$ cat src/rtl/lcd_spi_pkg.sv
`default_nettype none
// ============================================================================
// Package     : lcd_spi_pkg
// Description : Shared command codes and decoder state encoding for the
//               ST7789-style SPI LCD receive model.
// Revision    : 1.0 - initial release
// ============================================================================
package lcd_spi_pkg;

    localparam logic [7:0] CMD_SLPIN   = 8'h10;
    localparam logic [7:0] CMD_SLPOUT  = 8'h11;
    localparam logic [7:0] CMD_DISPOFF = 8'h28;
    localparam logic [7:0] CMD_DISPON  = 8'h29;
    localparam logic [7:0] CMD_CASET   = 8'h2A;
    localparam logic [7:0] CMD_RASET   = 8'h2B;
    localparam logic [7:0] CMD_RAMWR   = 8'h2C;

    typedef enum logic [2:0] {
        ST_IDLE  = 3'd0,
        ST_CASET = 3'd1,
        ST_RASET = 3'd2,
        ST_RAMWR = 3'd3,
        ST_SKIP  = 3'd4
    } dec_state_t;

endpackage
`default_nettype wire

$ cat src/rtl/lcd_spi_sink_if.sv
`default_nettype none
// ============================================================================
// Interface   : lcd_spi_sink_if
// Description : 4-wire SPI LCD bus (SCLK, CS, DC/RS, SDA). The master modport
//               drives the bus, the slave modport observes it.
// Revision    : 1.0 - initial release
// ============================================================================
interface lcd_spi_sink_if;
    logic lcd_clk;
    logic lcd_cs;
    logic lcd_rs;
    logic lcd_data;

    modport master (output lcd_clk, output lcd_cs, output lcd_rs, output lcd_data);
    modport slave  (input  lcd_clk, input  lcd_cs, input  lcd_rs, input  lcd_data);
endinterface
`default_nettype wire

$ cat src/rtl/lcd_spi_deser.sv
`default_nettype none
// ============================================================================
// Module      : lcd_spi_deser
// Description : Synchronises the SPI pins into clk, detects SCLK rising edges,
//               assembles MSB-first bytes and flags CS-aborted partial bytes.
//               A byte is reported SYNC_STAGES+2 clk cycles after the pin edge.
// Revision    : 1.0 - initial release
// ============================================================================
module lcd_spi_deser #(
    parameter int SYNC_STAGES = 2
) (
    input  wire        clk,
    input  wire        resetn,
    input  wire        lcd_clk,
    input  wire        lcd_cs,
    input  wire        lcd_rs,
    input  wire        lcd_data,
    output logic       byte_valid,
    output logic [7:0] byte_data,
    output logic       byte_is_data,
    output logic       frame_err
);

    logic [SYNC_STAGES-1:0] sclk_sync_q, sclk_sync_d;
    logic [SYNC_STAGES-1:0] cs_sync_q,   cs_sync_d;
    logic [SYNC_STAGES-1:0] rs_sync_q,   rs_sync_d;
    logic [SYNC_STAGES-1:0] sda_sync_q,  sda_sync_d;

    // Edge-detect stage: registered rise pulse with the other pins aligned to it
    logic       sclk_prev_q, sclk_prev_d;
    logic       rise_q,      rise_d;
    logic       cs_q,        cs_d;
    logic       rs_q,        rs_d;
    logic       sda_q,       sda_d;

    // Byte assembly: only 7 bits need holding, the 8th arrives with the pulse
    logic [6:0] shift_q,        shift_d;
    logic [2:0] cnt_q,          cnt_d;
    logic       byte_valid_q,   byte_valid_d;
    logic [7:0] byte_data_q,    byte_data_d;
    logic       byte_is_data_q, byte_is_data_d;
    logic       frame_err_q,    frame_err_d;

    // Next-state: synchroniser shift, edge detection and byte assembly
    always_comb begin
        sclk_sync_d    = {sclk_sync_q[SYNC_STAGES-2:0], lcd_clk};
        cs_sync_d      = {cs_sync_q[SYNC_STAGES-2:0],   lcd_cs};
        rs_sync_d      = {rs_sync_q[SYNC_STAGES-2:0],   lcd_rs};
        sda_sync_d     = {sda_sync_q[SYNC_STAGES-2:0],  lcd_data};

        sclk_prev_d    = sclk_sync_q[SYNC_STAGES-1];
        rise_d         = sclk_sync_q[SYNC_STAGES-1] & ~sclk_prev_q;
        cs_d           = cs_sync_q[SYNC_STAGES-1];
        rs_d           = rs_sync_q[SYNC_STAGES-1];
        sda_d          = sda_sync_q[SYNC_STAGES-1];

        shift_d        = shift_q;
        cnt_d          = cnt_q;
        byte_valid_d   = 1'b0;
        byte_data_d    = byte_data_q;
        byte_is_data_d = byte_is_data_q;
        frame_err_d    = 1'b0;

        if (cs_q) begin
            // Deselected: drop any partial byte; report it only if bits were pending
            cnt_d       = 3'd0;
            frame_err_d = (cnt_q != 3'd0);
        end else if (rise_q) begin
            shift_d = {shift_q[5:0], sda_q};
            if (cnt_q == 3'd7) begin
                cnt_d          = 3'd0;
                byte_valid_d   = 1'b1;
                byte_data_d    = {shift_q, sda_q};
                byte_is_data_d = rs_q;
            end else begin
                cnt_d = cnt_q + 3'd1;
            end
        end
    end

    // State registers; CS resets to its inactive level so no edge is seen at release
    always_ff @(posedge clk or negedge resetn) begin
        if (!resetn) begin
            sclk_sync_q    <= '0;
            cs_sync_q      <= '1;
            rs_sync_q      <= '0;
            sda_sync_q     <= '0;
            sclk_prev_q    <= 1'b0;
            rise_q         <= 1'b0;
            cs_q           <= 1'b1;
            rs_q           <= 1'b0;
            sda_q          <= 1'b0;
            shift_q        <= '0;
            cnt_q          <= 3'd0;
            byte_valid_q   <= 1'b0;
            byte_data_q    <= 8'h00;
            byte_is_data_q <= 1'b0;
            frame_err_q    <= 1'b0;
        end else begin
            sclk_sync_q    <= sclk_sync_d;
            cs_sync_q      <= cs_sync_d;
            rs_sync_q      <= rs_sync_d;
            sda_sync_q     <= sda_sync_d;
            sclk_prev_q    <= sclk_prev_d;
            rise_q         <= rise_d;
            cs_q           <= cs_d;
            rs_q           <= rs_d;
            sda_q          <= sda_d;
            shift_q        <= shift_d;
            cnt_q          <= cnt_d;
            byte_valid_q   <= byte_valid_d;
            byte_data_q    <= byte_data_d;
            byte_is_data_q <= byte_is_data_d;
            frame_err_q    <= frame_err_d;
        end
    end

    assign byte_valid   = byte_valid_q;
    assign byte_data    = byte_data_q;
    assign byte_is_data = byte_is_data_q;
    assign frame_err    = frame_err_q;

endmodule
`default_nettype wire

$ cat src/rtl/lcd_spi_sink.sv
`default_nettype none
// ============================================================================
// Module      : lcd_spi_sink
// Description : Receive-side model of an ST7789-style SPI LCD. Decodes the
//               command/parameter stream, tracks the CASET/RASET window and
//               emits one RGB565 pixel write per completed RAMWR pixel.
//               Optional: define LCD_SINK_STATS_EN for saturating 32-bit
//               command/pixel/error counters.
// Revision    : 1.0 - initial release
// ============================================================================
module lcd_spi_sink
    import lcd_spi_pkg::*;
#(
    parameter int SYNC_STAGES = 2,
    parameter int COORD_W     = 9,
    parameter int COL_MAX     = 239,
    parameter int ROW_MAX     = 319
) (
    input  wire                clk,
    input  wire                resetn,
    lcd_spi_sink_if.slave      lcd,
    output logic               byte_valid,
    output logic [7:0]         byte_data,
    output logic               byte_is_data,
    output logic               pixel_valid,
    output logic [COORD_W-1:0] pixel_x,
    output logic [COORD_W-1:0] pixel_y,
    output logic [15:0]        pixel_rgb,
    output logic               sleep_out,
    output logic               disp_on,
    output logic               frame_err
`ifdef LCD_SINK_STATS_EN
    ,
    output logic [31:0]        cmd_count,
    output logic [31:0]        pixel_count,
    output logic [31:0]        err_count
`endif
);

    localparam logic [COORD_W-1:0] c_coord_one = {{(COORD_W-1){1'b0}}, 1'b1};
    localparam logic [COORD_W-1:0] c_col_max   = COL_MAX[COORD_W-1:0];
    localparam logic [COORD_W-1:0] c_row_max   = ROW_MAX[COORD_W-1:0];

    logic       byte_valid_w;
    logic [7:0] byte_data_w;
    logic       byte_is_data_w;
    logic       frame_err_w;
    logic       pixel_valid_w;

    dec_state_t         state_q, state_d;
    logic [1:0]         pcnt_q, pcnt_d;
    logic [7:0]         start_hi_q, start_hi_d;
    logic [7:0]         start_lo_q, start_lo_d;
    logic [7:0]         end_hi_q, end_hi_d;
    logic [COORD_W-1:0] xs_q, xs_d, xe_q, xe_d, ys_q, ys_d, ye_q, ye_d;
    logic [COORD_W-1:0] cx_q, cx_d, cy_q, cy_d;
    logic               half_q, half_d;
    logic [7:0]         hi_q, hi_d;
    logic               sleep_q, sleep_d;
    logic               disp_q, disp_d;
    logic [15:0]        start_w, end_w;
    logic               unused_w;

    lcd_spi_deser #(
        .SYNC_STAGES (SYNC_STAGES)
    ) u_deser (
        .clk          (clk),
        .resetn       (resetn),
        .lcd_clk      (lcd.lcd_clk),
        .lcd_cs       (lcd.lcd_cs),
        .lcd_rs       (lcd.lcd_rs),
        .lcd_data     (lcd.lcd_data),
        .byte_valid   (byte_valid_w),
        .byte_data    (byte_data_w),
        .byte_is_data (byte_is_data_w),
        .frame_err    (frame_err_w)
    );

    // Full 16-bit window values; only the low COORD_W bits are kept
    assign start_w  = {start_hi_q, start_lo_q};
    assign end_w    = {end_hi_q, byte_data_w};
    assign unused_w = ^{start_w, end_w};

    // Decoder next-state, window/cursor update and pixel emission
    always_comb begin
        state_d       = state_q;
        pcnt_d        = pcnt_q;
        start_hi_d    = start_hi_q;
        start_lo_d    = start_lo_q;
        end_hi_d      = end_hi_q;
        xs_d          = xs_q;
        xe_d          = xe_q;
        ys_d          = ys_q;
        ye_d          = ye_q;
        cx_d          = cx_q;
        cy_d          = cy_q;
        half_d        = half_q;
        hi_d          = hi_q;
        sleep_d       = sleep_q;
        disp_d        = disp_q;
        pixel_valid_w = 1'b0;

        if (byte_valid_w) begin
            if (!byte_is_data_w) begin
                // Any command restarts decoding and drops a pending high byte
                pcnt_d = 2'd0;
                half_d = 1'b0;
                case (byte_data_w)
                    CMD_CASET: state_d = ST_CASET;
                    CMD_RASET: state_d = ST_RASET;
                    CMD_RAMWR: begin
                        state_d = ST_RAMWR;
                        cx_d    = xs_q;
                        cy_d    = ys_q;
                    end
                    CMD_SLPIN: begin
                        sleep_d = 1'b0;
                        state_d = ST_SKIP;
                    end
                    CMD_SLPOUT: begin
                        sleep_d = 1'b1;
                        state_d = ST_SKIP;
                    end
                    CMD_DISPOFF: begin
                        disp_d  = 1'b0;
                        state_d = ST_SKIP;
                    end
                    CMD_DISPON: begin
                        disp_d  = 1'b1;
                        state_d = ST_SKIP;
                    end
                    default: state_d = ST_SKIP;
                endcase
            end else begin
                case (state_q)
                    ST_CASET, ST_RASET: begin
                        pcnt_d = pcnt_q + 2'd1;
                        case (pcnt_q)
                            2'd0: start_hi_d = byte_data_w;
                            2'd1: start_lo_d = byte_data_w;
                            2'd2: end_hi_d   = byte_data_w;
                            default: begin
                                // Fourth parameter commits the window atomically
                                if (state_q == ST_CASET) begin
                                    xs_d = start_w[COORD_W-1:0];
                                    xe_d = end_w[COORD_W-1:0];
                                end else begin
                                    ys_d = start_w[COORD_W-1:0];
                                    ye_d = end_w[COORD_W-1:0];
                                end
                                state_d = ST_SKIP;
                            end
                        endcase
                    end
                    ST_RAMWR: begin
                        if (!half_q) begin
                            hi_d   = byte_data_w;
                            half_d = 1'b1;
                        end else begin
                            pixel_valid_w = 1'b1;
                            half_d        = 1'b0;
                            // Equality-only compare so inverted windows wrap naturally
                            if (cx_q == xe_q) begin
                                cx_d = xs_q;
                                cy_d = (cy_q == ye_q) ? ys_q : (cy_q + c_coord_one);
                            end else begin
                                cx_d = cx_q + c_coord_one;
                            end
                        end
                    end
                    default: ;
                endcase
            end
        end
    end

    // Decoder state register
    always_ff @(posedge clk or negedge resetn) begin
        if (!resetn) begin
            state_q <= ST_IDLE;
        end else begin
            state_q <= state_d;
        end
    end

    // Window, cursor, pixel assembly and mode flags
    always_ff @(posedge clk or negedge resetn) begin
        if (!resetn) begin
            pcnt_q     <= 2'd0;
            start_hi_q <= 8'h00;
            start_lo_q <= 8'h00;
            end_hi_q   <= 8'h00;
            xs_q       <= '0;
            xe_q       <= c_col_max;
            ys_q       <= '0;
            ye_q       <= c_row_max;
            cx_q       <= '0;
            cy_q       <= '0;
            half_q     <= 1'b0;
            hi_q       <= 8'h00;
            sleep_q    <= 1'b0;
            disp_q     <= 1'b0;
        end else begin
            pcnt_q     <= pcnt_d;
            start_hi_q <= start_hi_d;
            start_lo_q <= start_lo_d;
            end_hi_q   <= end_hi_d;
            xs_q       <= xs_d;
            xe_q       <= xe_d;
            ys_q       <= ys_d;
            ye_q       <= ye_d;
            cx_q       <= cx_d;
            cy_q       <= cy_d;
            half_q     <= half_d;
            hi_q       <= hi_d;
            sleep_q    <= sleep_d;
            disp_q     <= disp_d;
        end
    end

    assign byte_valid   = byte_valid_w;
    assign byte_data    = byte_data_w;
    assign byte_is_data = byte_is_data_w;
    assign frame_err    = frame_err_w;
    assign pixel_valid  = pixel_valid_w;
    assign pixel_x      = cx_q;
    assign pixel_y      = cy_q;
    assign pixel_rgb    = {hi_q, byte_data_w};
    assign sleep_out    = sleep_q;
    assign disp_on      = disp_q;

`ifdef LCD_SINK_STATS_EN
    logic [31:0] cmd_cnt_q, cmd_cnt_d;
    logic [31:0] pix_cnt_q, pix_cnt_d;
    logic [31:0] err_cnt_q, err_cnt_d;

    // Saturating event counters
    always_comb begin
        cmd_cnt_d = cmd_cnt_q;
        pix_cnt_d = pix_cnt_q;
        err_cnt_d = err_cnt_q;
        if (byte_valid_w && !byte_is_data_w && (cmd_cnt_q != 32'hFFFF_FFFF)) begin
            cmd_cnt_d = cmd_cnt_q + 32'd1;
        end
        if (pixel_valid_w && (pix_cnt_q != 32'hFFFF_FFFF)) begin
            pix_cnt_d = pix_cnt_q + 32'd1;
        end
        if (frame_err_w && (err_cnt_q != 32'hFFFF_FFFF)) begin
            err_cnt_d = err_cnt_q + 32'd1;
        end
    end

    // Counter registers
    always_ff @(posedge clk or negedge resetn) begin
        if (!resetn) begin
            cmd_cnt_q <= 32'd0;
            pix_cnt_q <= 32'd0;
            err_cnt_q <= 32'd0;
        end else begin
            cmd_cnt_q <= cmd_cnt_d;
            pix_cnt_q <= pix_cnt_d;
            err_cnt_q <= err_cnt_d;
        end
    end

    assign cmd_count   = cmd_cnt_q;
    assign pixel_count = pix_cnt_q;
    assign err_count   = err_cnt_q;
`endif

endmodule
`default_nettype wire
$ cat src/flat_wrapper.sv
// flat-port wrapper written by rule: the top's interface ports become plain ports
module lcd_spi_sink_flat import lcd_spi_pkg::*;
#(
    parameter int SYNC_STAGES = 2,
    parameter int COORD_W     = 9,
    parameter int COL_MAX     = 239,
    parameter int ROW_MAX     = 319
)
  (clk, resetn, byte_valid, byte_data, byte_is_data, pixel_valid, pixel_x, pixel_y, pixel_rgb, sleep_out, disp_on, frame_err, lcd_lcd_clk, lcd_lcd_cs, lcd_lcd_rs, lcd_lcd_data);
  lcd_spi_sink_if lcd_i ();
  input  wire clk;
  input  wire resetn;
  output logic byte_valid;
  output logic [7:0] byte_data;
  output logic byte_is_data;
  output logic pixel_valid;
  output logic [COORD_W-1:0] pixel_x;
  output logic [COORD_W-1:0] pixel_y;
  output logic [15:0] pixel_rgb;
  output logic sleep_out;
  output logic disp_on;
  output logic frame_err;
  input wire logic [$bits(lcd_i.lcd_clk)-1:0] lcd_lcd_clk;
  input wire logic [$bits(lcd_i.lcd_cs)-1:0] lcd_lcd_cs;
  input wire logic [$bits(lcd_i.lcd_rs)-1:0] lcd_lcd_rs;
  input wire logic [$bits(lcd_i.lcd_data)-1:0] lcd_lcd_data;
  assign lcd_i.lcd_clk = lcd_lcd_clk;
  assign lcd_i.lcd_cs = lcd_lcd_cs;
  assign lcd_i.lcd_rs = lcd_lcd_rs;
  assign lcd_i.lcd_data = lcd_lcd_data;
  lcd_spi_sink #(.SYNC_STAGES(SYNC_STAGES), .COORD_W(COORD_W), .COL_MAX(COL_MAX), .ROW_MAX(ROW_MAX)) u_core (.clk(clk), .resetn(resetn), .lcd(lcd_i), .byte_valid(byte_valid), .byte_data(byte_data), .byte_is_data(byte_is_data), .pixel_valid(pixel_valid), .pixel_x(pixel_x), .pixel_y(pixel_y), .pixel_rgb(pixel_rgb), .sleep_out(sleep_out), .disp_on(disp_on), .frame_err(frame_err));
endmodule
$ cat config.mk
export PLATFORM = sky130hd
export DESIGN_NAME = lcd_spi_sink_flat
export DESIGN_NICKNAME = d
export VERILOG_FILES = /design/src/rtl/lcd_spi_pkg.sv /design/src/rtl/lcd_spi_sink_if.sv /design/src/rtl/lcd_spi_deser.sv /design/src/rtl/lcd_spi_sink.sv /design/src/flat_wrapper.sv
export SDC_FILE = /design/constraint.sdc
export NUM_CORES = 1
export LEC_CHECK = 0
export ABC_AREA = 1
export BUFFER_PORTS_ARGS = -buffer_cell sky130_fd_sc_hd__buf_2
export CAP_MARGIN = 20
export CELL_PAD_IN_SITES_DETAIL_PLACEMENT = 1
export CELL_PAD_IN_SITES_GLOBAL_PLACEMENT = 1
export CORE_ASPECT_RATIO = 1.75
export CORE_MARGIN = 2
export CORE_UTILIZATION = 39
export CTS_CLUSTER_SIZE = 20
export DETAILED_ROUTE_END_ITERATION = 10
export PLACE_DENSITY_LB_ADDON = 0.1
export SLEW_MARGIN = 20
export SYNTH_ARGS = -nofsm -noshare
export SYNTH_HDL_FRONTEND = slang
export SYNTH_SLANG_ARGS = --single-unit
export TNS_END_PERCENT = 20
$ cat constraint.sdc
create_clock -name clk -period 3.11 [get_ports clk]
set_clock_uncertainty 0.1 [all_clocks]
set_input_delay 0.1555 -clock clk [delete_from_list [all_inputs] [get_ports clk]]
set_output_delay 0.1555 -clock clk [all_outputs]
set_load 0.02 [all_outputs]
After elaboration in Yosys (flattened, before gate mapping)
Index checks and enable logic that the tools add are counted.
{"block": "word_totals", "out_inout_bits": 48, "word_cells": 117, "in_bits": 6, "ff_bits": 114}
{"block": "op_classes", "bitwise_logic": 7, "n_eq_ne": 20, "mux": 33, "reduce_logical": 23, "addsub": 4}
{"operator": "9-bit 2-to-1 mux", "n": 11}
{"operator": "8-bit by 6-bit equality test with 1-bit output, second input constant", "n": 5}
{"operator": "4-bit AND reduction", "n": 5}
{"operator": "9-bit by 1-bit adder with 9-bit output, second input constant", "n": 2}
{"operator": "9-bit equality test", "n": 2}
{"operator": "3-bit 2-to-1 mux", "n": 6}
{"operator": "8-bit by 5-bit equality test with 1-bit output, second input constant", "n": 2}
{"operator": "5-bit AND reduction", "n": 3}
{"operator": "3-bit AND reduction", "n": 4}
{"operator": "1-bit 2-to-1 mux", "n": 11}
{"operator": "3-bit one-hot mux with 3 select lines", "n": 1}
{"operator": "2-bit by 1-bit != test with 1-bit output, second input constant", "n": 4}
{"operator": "2-bit nonzero test", "n": 4}
{"operator": "3-bit by 2-bit equality test with 1-bit output, second input constant", "n": 2}
{"operator": "1-bit NOT", "n": 6}
{"operator": "2-bit AND reduction", "n": 3}
{"operator": "2-bit 2-to-1 mux", "n": 2}
{"operator": "1-bit one-hot mux with 2 select lines", "n": 2}
{"operator": "3-bit by 1-bit adder with 3-bit output, second input constant", "n": 1}
{"operator": "3-bit by 1-bit equality test with 1-bit output, second input constant", "n": 1}
{"operator": "3-bit equality test, second input constant", "n": 1}
{"operator": "3-bit nonzero test", "n": 1}
{"operator": "3-bit OR reduction", "n": 1}
{"operator": "2-bit by 1-bit adder with 2-bit output, second input constant", "n": 1}
{"operator": "6 further kinds", "n": 6}

Logic depth before layout (Yosys ltp)
{"block": "logic_depth", "depth_word": 6, "ltp_mapped": 11, "depth_no_buf": 11}

By module
From an unflattened synthesis, not the netlist that was laid out.
{"block": "hier_totals", "hier_cells": 601, "area_unflattened_um2": 5210.0}
{"mod": "lcd_spi_sink", "cells_each": 491, "seq_area_each_um2": 2019.4, "area_each_um2": 3993.8, "n_inst": 1}
{"mod": "lcd_spi_deser", "cells_each": 110, "seq_area_each_um2": 854.6, "area_each_um2": 1216.2, "n_inst": 1}

Worst setup path after synthesis
Ideal clock, no wire load.
{"block": "synth_timing", "path_kind": "register -> register", "start": "register u_core.u_deser.byte_is_data_q, in the netlist u_core.u_deser.byte_is_data", "end": "register u_core.cy_q[7], in the netlist u_core.pixel_y[7]", "t_arrival_ps": 1449, "setup_time_ps": 122, "stages_incl_launch_ff": 9, "slack_ps": 1439, "synth_period_minus_slack_ps": 1671, "path_buffers": 2, "path_cell_list": "dfrtp_1 > buf_4 > nor2_2 > nand3_2 > nand2_4 > inv_6 > a21oi_4 > buf_6 > a21oi_1"}
{"block": "synth_between", "elab_chain_cells": 2}
{"item": "start, declared", "line": "lcd_spi_deser.sv:41", "rtl": "logic byte_is_data_q, byte_is_data_d;"}
{"item": "start signal, assigned", "line": "lcd_spi_deser.sv:113", "rtl": "byte_is_data_q <= byte_is_data_d;"}
{"item": "2-bit by 1-bit != test with 1-bit output (no line) / 2-bit nonzero test (equally long branches)"}
{"item": "5-bit AND reduction (no line)"}
{"item": "end signal, assigned", "line": "lcd_spi_sink.sv:213", "rtl": "cy_q <= cy_d;"}
{"item": "end, declared", "line": "lcd_spi_sink.sv:56", "rtl": "logic [COORD_W-1:0] cx_q, cx_d, cy_q, cy_d;"}
Parallel ways exist; a longest one is shown, timed or not.
A chain may end at the register's enable or synchronous reset.

Worst setup path in the final report
{"block": "layout_timing", "start": "register u_core.pcnt_q[0]", "end": "register u_core.xe_q[7]"}
{"block": "layout_between", "elab_chain_cells": 4}
{"item": "start, declared", "line": "lcd_spi_sink.sv:51", "rtl": "logic [1:0] pcnt_q, pcnt_d;"}
{"item": "start signal, assigned", "line": "lcd_spi_sink.sv:204", "rtl": "pcnt_q <= pcnt_d;"}
{"item": "2-bit by 1-bit equality test with 1-bit output (tied with other cells)", "line": "lcd_spi_sink.sv:138", "rtl": "case (pcnt_q)"}
{"item": "3-bit OR reduction (no line) *"}
{"item": "1-bit NOT (no line) *"}
{"item": "5-bit AND reduction (no line) *"}
{"item": "end signal, assigned", "line": "lcd_spi_sink.sv:194", "rtl": "xe_q <= c_col_max;"}
{"item": "end, declared", "line": "lcd_spi_sink.sv:55", "rtl": "logic [COORD_W-1:0] xs_q, xs_d, xe_q, xe_d, ys_q, ys_d, ye_q, ye_d;"}
Mark *: on every way between the ends. The rest lies on a longest branch, timed or not.

==> flow_metrics.py <==
metrics = {
    "run_status": {
        "status": "complete, no violations",
    },
    "timing": {
        "setup-violations-final": 0,
        "period_share": 0.699,
        "tightest_slew_ns": 0.908,
        "tns_ns": 0,
        "final-hold-violation-count": 0,
        "layout_setup_ws_ns": 0.935,
        "clock.fmax_ghz": 0.460,
        "fin_crit_ns": 2.18,
        "rsz0062_at_grt": "no",
        "max_slew_margin": 0.394,
        "final-max-slew-violation-count": 0,
    },
    "critical_path": {
        "worstSetupEndpointType": "flop",
        "cp_slowest_cell": "nand4_2",
        "worst-r2r-setup-slack_ns": 0.93,
        "cp.arrival_ns": 2.38,
        "start_kind": "flop",
        "required_ns": 3.31,
        "cp_num_buf_inv": 1,
        "r2r_end": "u_core.xe_q[7]$_DFFE_PN1P_",
        "r2r_start": "u_core.pcnt_q[0]$_DFFE_PN0P_",
        "cp_slowest_stage_delay_ns": 0.65,
        "reg2reg_depth": 5,
        "crit_path_cell_trace": "ha_1 -> inv_1 -> nor2_1 -> nand4_2 -> o21ai_0",
        "worst-path-max-fanout": 36,
        "critical_path_class": "reg2reg",
        "crit_family": "simple AND/OR/NAND/NOR gates",
    },
    "grt": {
        "grt_overflow": 0,
        "grt_pass1_wl_um": 22700,
        "grt_pass1_vias": 4379,
        "grt_max_degree": 68,
        "antenna_found_initial": 0,
        "gr-usage-all-layers": 0.207,
    },
    "pwr": {
        "total_power_uw": 3550,
        "power_leakage_uw": 0.00304,
        "ir_worst_vdd_v": 0.000424,
        "powerDensity_nw_per_um2": 570,
    },
    "place": {
        "placed_cells": 790,
        "pre_cts_slack_ns": 0.977,
        "place.port_buffers": 53,
        "place_congestion": 0.824,
        "dp_hpwl_um": 9860,
    },
    "worst_hold_path": {
        "holdPathEnd": "u_core.u_deser.rs_sync_q[1]$_DFF_PN0_",
        "hp-start": "u_core.u_deser.rs_sync_q[0]$_DFF_PN0_",
        "hold_depth": 0,
        "hold_class": "reg2reg",
    },
    "drt": {
        "routedWlPerCell_um": 16.5,
        "vias": 4012,
        "drc": 0,
        "drt_iter0_drc": 164,
        "antenna_left": 0,
        "viasPerCell": 4.85,
        "drt_pass1_iterations": 4,
        "drt_wl_total_um": 13700,
    },
    "die": {
        "die_x_um": 91.1,
        "num_io_pins": 54,
        "dieArea_um2": 14300,
        "fp.dieH_um": 156,
        "num_rows": 55,
        "core_um2": 12900,
        "initial_core_util": 0.401,
    },
    "cts": {
        "clk_pin_slew_ns": 0.05,
        "cts_root_buf": "clkbuf_16",
        "cts.sinks": 114,
        "cts_tree": "done",
        "cts_buffers": 17,
        "h-tree-depth": 4,
        "clock_latency_ns": 0.42,
        "cts.path.max_buffers": 2,
        "ctsResizeCount": 0,
    },
    "finish": {
        "fin_nets": 658,
        "layoutNonFillerInstCount": 827,
        "utilization": 0.481,
        "n_antenna_cell": 0,
        "drive_above_1_share": 0.194,
        "area_growth_pct": 20.2,
    },
    "synthesis": {
        "synth.net_count": 598,
        "async_flop_share": 1.00,
        "ys_ff_latch": 114,
        "yosysTopAreaCell": "dfrtp_1",
        "synth_top_area_share": 0.468,
        "synthDistinctLibCells": 30,
        "synth-simple-area-share": 0.215,
        "yosys.area_share.adder": 0.0217,
        "synth_edf_count": 0,
        "synthCells": 583,
        "synth_top_family_by_area": "simple AND/OR/NAND/NOR gates",
        "synthMuxAreaShare": 0,
        "yosys-top-cells-count": "nand2_1, dfrtp_1, o21ai_0",
        "yosys_warnings": 0,
        "synth_area_um2": 5180,
        "synthTopCellsByArea": "dfrtp_1, nand2_1, dfstp_2, o21ai_0, inv_1",
        "synth_compound_area_frac": 0.0920,
        "synth_xor_area_frac": 0.0406,
        "syn_avg_cell_area_um2": 8.89,
        "seq_area_frac_synth": 0.555,
        "ys.flop_type": "dfrtp_1",
        "synth.most_common_cell": "nand2_1",
    },
    "run": {
        "drv_cap": 0,
    },
}
==> stage by stage <==
step	instance area [um2]	hold WS [ns]
final	6230	0.247
after global routing	6230	0.257
after CTS	6230	0.248
after detailed placement	5590	0.166
after global placement	5590	0.162
after floorplan	5180	-0.240
==> area by class of cell <==
cell class	instances	area (um2)
sequential	114	2870
fill	1554	6710
tap	171	214
timing repair buffer	63	368
clock buffer	21	450
multi-input combinational	376	1910
clock inverter	11	138
inverter	71	272
==> what timing repair did <==
| item | in CTS | in global routing |
|---|---|---|
| setup buffers | 0 | 0 |
| endpoints found under the hold margin | 57 | 0 |
| hold buffers | 5 | 0 |
==> routing by layer <==
layer  wire length (um)  vias to the layer above  share of wire  track usage
met2               7680                       65           0.56        0.394
met4                231                        0          0.017       0.0714
met1               5460                     1964           0.40        0.226
met3                303                       21          0.022       0.0400
li1                   -                     1962              -            -
met5                  0                        -              0            0
==> cells in the final DEF, fill, tap and decap left out, types with 9 or more instances in the layout <==
cell	n
nand2_1	168
dfrtp_1	97
o21ai_0	80
inv_1	66
buf_2	52
nand3_1	35
nor2_1	20
clkbuf_16	17
dfstp_2	17
xor2_1	14
xnor2_1	10
a21oi_1	9
ha_1	9
==> cell families after synthesis <==
kind of cell | count (synthesis)
compound gates | 92
xor+xnor | 24
fa+ha+maj | 9
buf+inv | 93
flops | 114
simple gates | 251
==> worst max-delay path by stage <==
| stage | startpoint | endpoint | slack (ns) | depth (start not counted) |
|---|---|---|---|---|
| after CTS | u_core.pcnt_q[0]$_DFFE_PN0P_ | u_core.xe_q[7]$_DFFE_PN1P_ | 0.91 | 5 |
| after global placement | u_core.u_deser.byte_is_data$_DFFE_PN0P_ | u_core.xe_q[7]$_DFFE_PN1P_ | 1.11 | 4 |
| after global routing | u_core.pcnt_q[1]$_DFFE_PN0P_ | u_core.xe_q[7]$_DFFE_PN1P_ | 0.74 | 5 |
| final | u_core.pcnt_q[0]$_DFFE_PN0P_ | u_core.xe_q[7]$_DFFE_PN1P_ | 0.93 | 5 |
| after detailed placement | u_core.pcnt_q[0]$_DFFE_PN0P_ | u_core.xe_q[6]$_DFFE_PN1P_ | 0.98 | 5 |
| after floorplan | u_core.u_deser.byte_is_data$_DFFE_PN0P_ | u_core.pixel_y[7]$_DFFE_PN0P_ | 1.44 | 8 |
==> sequential cells by signal (all words and copies together) (netlist names), 3 cells and up <==
| register | cells |
|---|---|
| u_core.pixel_x | 9 |
| u_core.pixel_y | 9 |
| u_core.xe_q | 9 |
| u_core.xs_q | 9 |
| u_core.ye_q | 9 |
| u_core.ys_q | 9 |
| u_core.hi_q | 8 |
| u_core.start_lo_q | 8 |
| u_core.u_deser.byte_data | 8 |
| u_core.u_deser.shift_q | 7 |
| u_core.state_q | 3 |
| u_core.u_deser.cnt_q | 3 |
==> where the power goes <==
group	switching (uW)	total, uW	internal [uW]
clock network	677	1950	1270
registers	16.3	1530	1520
logic	49.4	70.8	21.5
No activity file was read; power rests on OpenSTA's default activity.
